$ cat src/rtl/combo_lock_ctrl.sv
`default_nettype none
// ============================================================================
// Module      : combo_lock_ctrl
// Description : Sequencing controller for the serial-code door lock.
//               Collects a CODE_LEN-bit code one bit per bit_valid strobe
//               (MSB first), compares it against the programmable code,
//               opens the lock for a timed window on a match, counts
//               consecutive wrong entries and enforces a timed lockout once
//               MAX_FAIL wrong entries have been seen in a row.
//
// Ports       : clk        - system clock, rising edge
//               reset      - synchronous, active-high reset
//               bit_valid  - bit_in is presented this cycle
//               bit_in     - serial code bit, MSB of the code first
//               code       - expected code, sampled on the final-bit cycle
//               relock     - force lock closed / abort a partial entry
//               unlock     - lock open (registered)
//               locked_out - lockout active (registered)
//               fail_pulse - one-cycle pulse per wrong entry (registered)
//               fail_cnt   - consecutive failure count (registered)
//
// Revision    : 1.0 - initial release
// ============================================================================
module combo_lock_ctrl #(
    parameter int CODE_LEN       = 4,
    parameter int UNLOCK_CYCLES  = 8,
    parameter int MAX_FAIL       = 3,
    parameter int LOCKOUT_CYCLES = 16
) (
    input  logic                              clk,
    input  logic                              reset,
    input  logic                              bit_valid,
    input  logic                              bit_in,
    input  logic [CODE_LEN-1:0]               code,
    input  logic                              relock,
    output logic                              unlock,
    output logic                              locked_out,
    output logic                              fail_pulse,
    output logic [$clog2(MAX_FAIL+1)-1:0]     fail_cnt
);

    // ------------------------------------------------------------------------
    // Derived widths and constants
    // ------------------------------------------------------------------------
    localparam int c_CNT_W  = $clog2(CODE_LEN);
    localparam int c_FAIL_W = $clog2(MAX_FAIL + 1);
    // Only CODE_LEN-1 history bits are needed: the final bit is taken
    // straight from bit_in on the compare cycle.
    localparam int c_SHR_W  = CODE_LEN - 1;
    // One timer serves both the unlock window and the lockout window.
    localparam int c_TMAX   = (UNLOCK_CYCLES > LOCKOUT_CYCLES) ? UNLOCK_CYCLES
                                                               : LOCKOUT_CYCLES;
    localparam int c_TMR_W  = (c_TMAX > 1) ? $clog2(c_TMAX) : 1;

    localparam logic [c_CNT_W-1:0]  c_LAST_BIT     = c_CNT_W'(CODE_LEN - 1);
    localparam logic [c_CNT_W-1:0]  c_CNT_ONE      = c_CNT_W'(1);
    localparam logic [c_TMR_W-1:0]  c_UNLOCK_LOAD  = c_TMR_W'(UNLOCK_CYCLES - 1);
    localparam logic [c_TMR_W-1:0]  c_LOCKOUT_LOAD = c_TMR_W'(LOCKOUT_CYCLES - 1);
    localparam logic [c_TMR_W-1:0]  c_TMR_ONE      = c_TMR_W'(1);
    localparam logic [c_FAIL_W-1:0] c_FAIL_MAX     = c_FAIL_W'(MAX_FAIL);
    localparam logic [c_FAIL_W-1:0] c_FAIL_ONE     = c_FAIL_W'(1);

    // ------------------------------------------------------------------------
    // State encoding
    // ------------------------------------------------------------------------
    localparam logic [1:0] c_ST_COLLECT = 2'd0;
    localparam logic [1:0] c_ST_OPEN    = 2'd1;
    localparam logic [1:0] c_ST_LOCKOUT = 2'd2;

    // ------------------------------------------------------------------------
    // Registers
    // ------------------------------------------------------------------------
    logic [1:0]          r_state;
    logic [c_CNT_W-1:0]  r_bit_cnt;
    logic [c_SHR_W-1:0]  r_shreg;
    logic [c_TMR_W-1:0]  r_timer;
    logic [c_FAIL_W-1:0] r_fail_cnt;
    logic                r_unlock;
    logic                r_locked_out;
    logic                r_fail_pulse;

    // ------------------------------------------------------------------------
    // Next-state / datapath wires
    // ------------------------------------------------------------------------
    logic [1:0]          w_state_next;
    logic [c_CNT_W-1:0]  w_bit_cnt_next;
    logic [c_SHR_W-1:0]  w_shreg_next;
    logic [c_TMR_W-1:0]  w_timer_next;
    logic [c_FAIL_W-1:0] w_fail_cnt_next;
    logic                w_unlock_next;
    logic                w_locked_out_next;
    logic                w_fail_pulse_next;

    logic [CODE_LEN-1:0] w_code_word;   // history plus the bit on the wire
    logic [c_FAIL_W-1:0] w_fail_inc;
    logic                w_entry_done;  // final bit accepted this cycle
    logic                w_code_match;

    assign w_code_word  = {r_shreg, bit_in};
    assign w_fail_inc   = r_fail_cnt + c_FAIL_ONE;
    assign w_code_match = (w_code_word == code);

    // ------------------------------------------------------------------------
    // Process 1: state and datapath registers
    // ------------------------------------------------------------------------
    always_ff @(posedge clk) begin
        if (reset) begin
            r_state      <= c_ST_COLLECT;
            r_bit_cnt    <= '0;
            r_shreg      <= '0;
            r_timer      <= '0;
            r_fail_cnt   <= '0;
            r_unlock     <= 1'b0;
            r_locked_out <= 1'b0;
            r_fail_pulse <= 1'b0;
        end else begin
            r_state      <= w_state_next;
            r_bit_cnt    <= w_bit_cnt_next;
            r_shreg      <= w_shreg_next;
            r_timer      <= w_timer_next;
            r_fail_cnt   <= w_fail_cnt_next;
            r_unlock     <= w_unlock_next;
            r_locked_out <= w_locked_out_next;
            r_fail_pulse <= w_fail_pulse_next;
        end
    end

    // ------------------------------------------------------------------------
    // Process 2: next-state and datapath update
    // ------------------------------------------------------------------------
    always_comb begin
        w_state_next    = r_state;
        w_bit_cnt_next  = r_bit_cnt;
        w_shreg_next    = r_shreg;
        w_timer_next    = r_timer;
        w_fail_cnt_next = r_fail_cnt;
        w_entry_done    = 1'b0;

        case (r_state)
            c_ST_COLLECT: begin
                if (relock) begin
                    // Abort the partial entry; a strobe in the same cycle
                    // is dropped so the next entry starts clean.
                    w_bit_cnt_next = '0;
                end else if (bit_valid) begin
                    w_shreg_next = w_code_word[c_SHR_W-1:0];
                    if (r_bit_cnt == c_LAST_BIT) begin
                        w_entry_done   = 1'b1;
                        w_bit_cnt_next = '0;
                        if (w_code_match) begin
                            w_state_next    = c_ST_OPEN;
                            w_timer_next    = c_UNLOCK_LOAD;
                            w_fail_cnt_next = '0;
                        end else if (w_fail_inc == c_FAIL_MAX) begin
                            w_state_next    = c_ST_LOCKOUT;
                            w_timer_next    = c_LOCKOUT_LOAD;
                            w_fail_cnt_next = c_FAIL_MAX;
                        end else begin
                            w_fail_cnt_next = w_fail_inc;
                        end
                    end else begin
                        w_bit_cnt_next = r_bit_cnt + c_CNT_ONE;
                    end
                end
            end

            c_ST_OPEN: begin
                // Timer runs UNLOCK_CYCLES-1 down to 0, one cycle each, so
                // the window spans exactly UNLOCK_CYCLES cycles.
                if (relock || (r_timer == '0)) begin
                    w_state_next = c_ST_COLLECT;
                end else begin
                    w_timer_next = r_timer - c_TMR_ONE;
                end
            end

            c_ST_LOCKOUT: begin
                if (r_timer == '0) begin
                    w_state_next    = c_ST_COLLECT;
                    w_fail_cnt_next = '0;
                    w_bit_cnt_next  = '0;
                end else begin
                    w_timer_next = r_timer - c_TMR_ONE;
                end
            end

            default: begin
                w_state_next   = c_ST_COLLECT;
                w_bit_cnt_next = '0;
            end
        endcase
    end

    // ------------------------------------------------------------------------
    // Process 3: output decode (registered in process 1)
    // ------------------------------------------------------------------------
    // Outputs are decoded from the next state so the registered copies line
    // up with the state register: unlock rises the cycle after the final bit
    // and the two window flags are mutually exclusive by construction.
    always_comb begin
        w_unlock_next     = 1'b0;
        w_locked_out_next = 1'b0;
        w_fail_pulse_next = 1'b0;

        if (w_state_next == c_ST_OPEN) begin
            w_unlock_next = 1'b1;
        end
        if (w_state_next == c_ST_LOCKOUT) begin
            w_locked_out_next = 1'b1;
        end
        if (w_entry_done && !w_code_match) begin
            w_fail_pulse_next = 1'b1;
        end
    end

    assign unlock     = r_unlock;
    assign locked_out = r_locked_out;
    assign fail_pulse = r_fail_pulse;
    assign fail_cnt   = r_fail_cnt;

endmodule
`default_nettype wire

$ cat config.mk
export PLATFORM = sky130hd
export DESIGN_NAME = combo_lock_ctrl
export DESIGN_NICKNAME = d
export VERILOG_FILES = /design/src/rtl/combo_lock_ctrl.sv
export SDC_FILE = /design/constraint.sdc
export NUM_CORES = 1
export LEC_CHECK = 0
export CORE_MARGIN = 10
export CORE_UTILIZATION = 47
export CTS_CLUSTER_SIZE = 30
export DETAILED_ROUTE_END_ITERATION = 6
export PLACE_DENSITY = 0.74
export SLEW_MARGIN = 20
export SYNTH_ARGS = -nofsm -noshare
export SYNTH_HDL_FRONTEND = slang
export SYNTH_SLANG_ARGS = --single-unit
export TNS_END_PERCENT = 20
$ cat constraint.sdc
create_clock -name clk -period 1.75 [get_ports clk]
set_input_delay 0.35 -clock clk [delete_from_list [all_inputs] [get_ports clk]]
set_output_delay 0.35 -clock clk [all_outputs]
set_load 0.02 [all_outputs]
### After elaboration in Yosys (flattened, before gate mapping)

Cells that the tools add are included.

| word-level totals | value |
|---|---|
| register bits after elaboration | 16 |
| RAM bits | 0 |
| bits in read-only memories | 0 |
| memories kept | 0 |
| bits in latches | 0 |
| input bits | 9 |
| output and inout port bits | 5 |

| operators by class | value |
|---|---|
| add/subtract/negate cells | 3 |
| equal/unequal tests | 15 |
| div/mod/pow operators | 0 |
| $mul | 0 |
| shifts and indexed selects | 0 |
| $lt $le $gt $ge | 0 |
| bitwise gates (word level) | 2 |
| reduce and logical (&&, ||, !) cells | 11 |
| mux-type cells | 34 |

Operators with widths:

| cell | number |
|---|---|
| 2-bit two-way mux | 16 |
| 4-bit two-way mux | 7 |
| 2-bit inequality test (second input constant) | 6 |
| 2-bit case mux with 3 select lines | 2 |
| 4-bit case mux with 3 select lines | 1 |
| 2-bit == test (second input constant) | 4 |
| 1-bit two-way mux | 7 |
| 7-bit AND reduction | 1 |
| 3-bit inequality test (second input constant) | 2 |
| 3-bit AND reduction | 2 |
| 5-bit AND reduction | 1 |
| 2-bit by 1-bit adder with 2-bit output (second input constant) | 2 |
| 2-bit by 1-bit == test with 1-bit output (second input constant) | 2 |
| 4-bit == test | 1 |
| 4-bit zero test | 1 |
| 2-bit case mux with 2 select lines | 1 |
| 4-bit by 1-bit subtractor with 4-bit output (second input constant) | 1 |
| 3-bit nonzero test | 1 |
| 2-bit zero test | 1 |
| 1-bit inverter | 2 |
| 2-bit nonzero test | 1 |
| 1-bit logical AND | 1 |
| 1-bit zero test | 1 |
| 1-bit logical OR | 1 |

### Logic depth before layout (Yosys ltp)

Gate-level depths: netlist (run 1).

| logic depth | value |
|---|---|
| depth in word-level cells | 10 |
| mapped depth | 8 |
| depth with buffers taken out | 7 |

### Least setup slack after synthesis (run 1)

OpenSTA, ideal clock, no wires.

| timing | value |
|---|---|
| path type | reg2reg |
| start | register r_state[1] |
| end | register r_timer[2] |
| setup time | 0.119 ns |
| stages on the path, launching flop included | 8 |
| path slack | -0.125 ns |
| arrival time | 1.756 ns |
| period minus slack after synthesis | 1.875 ns |
| data required time | 1.631 ns |
| cell sequence | dfxtp_1 inv_1 ha_1 buf_2 o21a_1 a211oi_1 o311ai_4 o221a_2 |

| between the ends | value |
|---|---|
| word-level cells in the longest chain between the ends | 3 |

RTL lines:

| element | line | text |
|---|---|---|
| from (decl) | 73 | `logic [1:0] r_state;` |
| from (signal assigned) | 108 | `r_state <= c_ST_COLLECT;` |
| from (signal assigned) | 117 | `r_state <= w_state_next;` |
| 2-bit by 1-bit == test with 1-bit output, or another cell as far along | 139 | `case (r_state)` |
| 2-bit inequality test (no source line), or another cell as far along | n/a |  |
| 7-bit AND reduction (no source line) | n/a |  |
| to (signal assigned) | 120 | `r_timer <= w_timer_next;` |
| to (decl) | 76 | `logic [c_TMR_W-1:0] r_timer;` |

Parallel ways exist; a longest one is shown, timed or not.
A chain may end at the register's enable or synchronous reset.

### Worst setup path after layout (run 1)

| timing | value |
|---|---|
| start | register r_state[0] |
| end | register r_timer[2] |

The elaborated chain is that of the path after synthesis.

==> flow_summary.ini, run 1 <==
[placed_design]
dp_hpwl_mm = 1.70
io_buffers = 13
dp_cells = 153
placed_area_sq_um = 1200
place_ws_ns = -0.378
routabilityCongestion = 0.807

[floorplanning]
die_height_um = 64.4
core_area_sq_um = 1800
start_util = 0.514
die_x_um = 64.4
pin_count = 14
rows = 15
die_area_sq_um = 4150

[routing]
num_vias = 858
top_layer = met4
wl_met2_mm = 1.18
wl_met1_mm = 1.03
drtPass1Iterations = 4
drc = 0
viasPerCell = 5.43
wl_per_cell_um = 15.3
routed-wl-met3_um = 162
antenna_left = 0
drtIter0Drc = 41
wl_mm = 2.41

[synthesis]
synth.cell_area_sq_um = 926
yosysSeqAreaShare = 0.346
netlist_instances = 102
yosys_warnings = 0
yosysMostFrequentCell = dfxtp_1
yosys.area_share.xor_xnor = 0.0378
synth_commonest_cells = dfxtp_1, nor2_1, inv_1
synthFlopType = dfxtp_1
yosys.cell_types.count = 34
synthSimpleGateAreaFrac = 0.234
synthAdderAreaFrac = 0.0946
synth_top_family_by_area = simple AND/OR/NAND/NOR gates
synth_edf_count = 0
syn_area_per_cell_sq_um = 9.08
async_flop_share = 0
synth_mux_area_frac = 0.0541
yosys.area.top_type = dfxtp_1
synth_compound_area_frac = 0.184
ys_ff_latch = 16
syn_nets = 118
yosysTopAreaCellShare = 0.346
synth_area_leaders = dfxtp_1, ha_1, mux2i_1

[global_route]
grt_overflow = 0
antenna_found_initial = 0
grt_first_pass_wirelength_mm = 4.09
track_usage = 0.122
grt_pass1_vias = 904
grt_max_degree = 12

[cts]
cts_buffer_depth = 2
tritoncts = built
cts.sinks = 16
clkLatencyLatePin_ns = 0.30
holdBufCountCts = 0
h-tree-depth = 1
cts_buffers = 3
clk_pin_slew_ns = 0.10
clock-root-buffer = clkbuf_4

[job]
maxCapViolations = 0

[finish]
multi_input_area_sq_um = 678
instances_no_fill = 158
fill_cells = 144
final_util = 0.753
fin_nets = 150
areaGrowthSynthToFinish_pct = 46.5
antennaDiodeCount = 0
final_area_sq_um = 1360
drive_above_1_share = 0.383
regArea_sq_um = 325

[power]
p_clk_frac = 0.366
finalPower_uw = 704
p_leak_nw = 0.557
power_frac_seq = 0.529
peakVddDrop_mv = 0.489
netSwitchingPower_uw = 170
p_per_area_nw_per_um2 = 519
pwr-share-comb = 0.105
internal_power_uw = 534
switching_share = 0.242

[setup_path]
crit_type = flop to flop
cp_slowest_cell = dfxtp_2
slowest_delay_ns = 0.33
crit_path_start_kind = flop
cp_data_arrival_time_ns = 1.97
endpoint_kind = flop
startpoint = r_state[0]
r2r_start = r_state[0]
cp_max_fo = 7
required_ns = 2.01
worstPathCellList = buf_4 -> ha_4 -> o21a_1 -> a211oi_2 -> o311ai_4 -> a21oi_2 -> o221a_2

[sta]
finalWorstSetupSlack_ns = 0.0374
period_share = 0.979
tightest_slew_ns = 0.459
fmax_mhz = 584
slew_viol_final = 0
max-slew-margin-rel = 0.693
rsz0062_at_grt = true
min_period_ns = 1.71
finClkSkew_ns = 0.00434
setup_violations = 0
final_hold_viol_count = 0

[outcome]
status = complete, no violations

[min_path]
hold_start = r_bit_cnt[1]
min_path_type = flop to flop
-- registers in the layout (all words and copies together) (netlist names) --
| signal | count |
|---|---|
| r_shreg | 3 |
| fail_pulse | 1 |
| r_timer | 4 |
| r_state | 2 |
| fail_cnt | 2 |
| locked_out | 1 |
| r_bit_cnt | 2 |
| unlock | 1 |
-- stage by stage --
stage / setup TNS, ns / hold slack, ns
after global routing: -0.0625 / 0.531
after detailed placement: -2.54 / 0.479
after global placement: -2.27 / 0.460
final: 0 / 0.497
after floorplan: 0 / 0.450
after CTS: -0.00319 / 0.493
-- final timing paths --
kind                                     end  slack, ns  depth (start not counted)
worst min-delay path            r_bit_cnt[1]       0.50                          2
worst max register to register    r_timer[2]       0.04                          7
worst max-delay path              r_timer[2]       0.04                          7
worst min register to register  r_bit_cnt[1]       0.50                          2
-- power by group through the flow --
stage               clock (mW)  sequential (mW)  combinational, mW
finish                   0.258            0.372             0.0743
global route             0.278            0.373             0.0812
CTS                      0.261            0.372             0.0726
detailed placement           0            0.380             0.0707
global placement             0            0.380             0.0684
floorplan                    0            0.379             0.0350
-- kinds of logic (layout without fill, tap and decap cells) --
group           after synthesis  count (layout)
compound gates               21              21
xor+xnor                      4               4
fa+ha+maj                     7               7
buf+inv                      12              43
flops                        16              16
mux                           5               5
simple gates                 37              37
-- cell usage in the layout, fill, tap and decap left out, types with 2 or more instances in the layout --
master           netlist  routed
buf_4                  0      17
dfxtp_1               16      12
nor2_1                10      10
clkdlybuf4s50_1        0       8
nand2_1                7       7
inv_1                  9       6
mux2i_1                5       5
dlygate4sd2_1          0       5
a21oi_1                6       4
xor2_2                 0       4
nor3_1                 4       4
dfxtp_2                0       4
inv_2                  0       3
nand2b_1               4       3
a21oi_2                1       3
nor4_1                 3       3
ha_4                   0       3
ha_1                   7       3
clkbuf_4               0       3
nor4b_2                1       2
o21ai_1                0       2
a211oi_2               0       2
-- worst max-delay path: cells and delay by family, from the launching register on --
kind | cells | cell delay, ns
adders and majority gates | 1 | 0.17
AOI/OAI and AO/OA | 5 | 1.01
buffers and inverters | 1 | 0.15
DFF | 1 | 0.33
-- area by class of cell --
type                            count  area share
Multi-Input combinational cell     74       0.500
Sequential cell                    16       0.240
Timing Repair Buffer               30       0.185
Clock buffer                        4      0.0268
Inverter                            9      0.0249
Tap cell                           25      0.0231
-- timing repair --
action                                 CTS  global route
endpoints found under the hold margin    0             0
pin swaps                                3             9
gates resized for setup                 15            18
setup buffers                            1             0
setup endpoints to repair                5             9
-- layer usage --
| metal | up-vias | global-route usage |
|---|---|---|
| met1 | 402 | 0.137 |
| met4 | 0 | 0.0642 |
| met3 | 5 | 0.0436 |
| met5 | - | 0 |
| met2 | 27 | 0.196 |
| li1 | 424 | - |
No activity file was read; power rests on OpenSTA's default activity.
==> run 2, diff against run 1 <==
- CORE_MARGIN: 10 -> 3
- CORE_UTILIZATION: 47 -> 50
- PLACE_DENSITY: 0.74 -> 0.75
- clock period: 1.75 -> 1.7 ns (I/O delays scaled with it)
==> flow_summary.ini, run 2 (synthesis results as in run 1) <==
[floorplanning]
pin_count = 14
die_height_um = 49.0
start_util = 0.568
die_area_sq_um = 2400
die_x_um = 49.0
core_area_sq_um = 1630
rows = 14

[sta]
finClkSkew_ns = 0.0131
setup_tns_ns = 0
fmax_mhz = 600
setup_violations = 0
min_period_ns = 1.67
tightest_slew_ns = 0.556
finalWorstSetupSlack_ns = 0.0326
period_share = 0.981
final_hold_viol_count = 0
max-slew-margin-rel = 0.628
rsz0062_at_grt = true
slew_viol_final = 0

[finish]
largest_register = r_timer
final_area_sq_um = 1400
reg_top3 = r_timer: 4 flops, r_shreg: 3 flops
largest_reg_flops = 4
drive_above_1_share = 0.413
instances_no_fill = 162
fin_nets = 156
final_cell_mix = buf_4, dfxtp_1, nor2_1
layout_commonest_cell = buf_4
areaGrowthSynthToFinish_pct = 51.2
antennaDiodeCount = 0

[global_route]
grt_overflow = 0
grt_pass1_vias = 833
grt_first_pass_wirelength_mm = 3.77
antenna_found_initial = 0
grt_max_degree = 13
track_usage = 0.209

[setup_path]
cp_data_arrival_time_ns = 1.85
cp_slowest_cell = dfxtp_4
crit_type = flop to flop
reg2reg_depth = 9
slowest_delay_ns = 0.39
required_ns = 1.89
r2r_start = r_state[0]
crit_path_start_kind = flop
endpoint_kind = flop
worstPathCellList = inv_2 -> ha_4 -> buf_4 -> nand2b_1 -> nor2_1 -> a211oi_2 -> buf_4 -> mux2i_1 -> nor2_1
cp_max_fo = 4
r2r_slack_ns = 0.03
crit-reg2reg-capture = r_bit_cnt[0]

[power]
p_leak_nw = 0.581
p_per_area_nw_per_um2 = 481
peakVddDrop_mv = 0.494
finalPower_uw = 673

[cts]
cts.sinks = 16
h-tree-depth = 1
tritoncts = built
cts_buffer_depth = 2
cts_buffers = 3
clock-root-buffer = clkbuf_4
clk_pin_slew_ns = 0.09
clkLatencyLatePin_ns = 0.30

[min_path]
hold_start = r_bit_cnt[1]
min_path_type = flop to flop
holdPathStages = 2
hold_end = r_bit_cnt[1]

[routing]
wl_mm = 2.52
wl_per_cell_um = 15.5
drtIter0Drc = 29
drc = 0
antenna_left = 0
drtPass1Iterations = 4
viasPerCell = 5.46
num_vias = 884

[placed_design]
dp_cells = 155
dp_hpwl_mm = 1.65
placed_area_sq_um = 1220
place_ws_ns = -0.348
routabilityCongestion = 0.808
io_buffers = 13

[outcome]
status = complete, no violations

[job]
maxCapViolations = 0
-- run 2: power by group --
part	total [mW]	internal, mW	switching (mW)
registers	0.382	0.378	0.00409
logic	0.0831	0.0427	0.0403
clock network	0.208	0.0826	0.126
total	0.673	0.503	0.170
-- run 2: worst max path at each step --
stage	start	end	slack, ns
2_1_floorplan	r_state[1]	r_timer[2]	0.01
3_3_place_gp	relock	locked_out	-0.29
3_5_place_dp	bit_in	r_timer[2]	-0.35
4_1_cts	r_state[0]	r_timer[3]	0.01
5_1_grt	r_state[0]	r_bit_cnt[0]	-0.08
6_report	r_state[0]	r_bit_cnt[0]	0.03
-- run 2: layout make-up --
class	count	area (sq um)
flip-flops and latches	16	329
fillers	89	229
inverters	9	33.8
well taps	24	30.0
repair buffers	36	297
clock buffers	3	22.5
multi-input cells	74	688
-- run 2: stage by stage --
| stage | util | hold WS, ns |
|---|---|---|
| 3_3_place_gp | 0.751 | 0.463 |
| 5_1_grt | 0.859 | 0.524 |
| 6_report | 0.859 | 0.488 |
| 3_5_place_dp | 0.751 | 0.462 |
| 2_1_floorplan | - | 0.450 |
| 4_1_cts | 0.813 | 0.476 |
-- run 2: repair_timing --
action / 4_1_cts / 5_1_grt
setup endpoints to repair: 7 / 9
endpoints found under the hold margin: 0 / 0
hold buffers: 0 / 0
buffers inserted: 1 / 3
pin swaps: 3 / 3
gates resized for setup: 17 / 18
-- run 2: critical path: cells and delay by family (launching register included) --
family | cells | cell delay (ns)
muxes | 1 | 0.20
buffers and inverters | 3 | 0.37
and+or+nand+nor | 3 | 0.22
AOI/OAI and AO/OA | 1 | 0.20
DFF | 1 | 0.39
adders and majority gates | 1 | 0.17
-- run 2: per-layer routing --
metal  share of wire  track usage  routed length (um)
met1            0.42        0.250                1060
met2            0.51        0.337                1280
met3           0.050       0.0550                 126
met4           0.017        0.114                  44
met5               0            0                   0
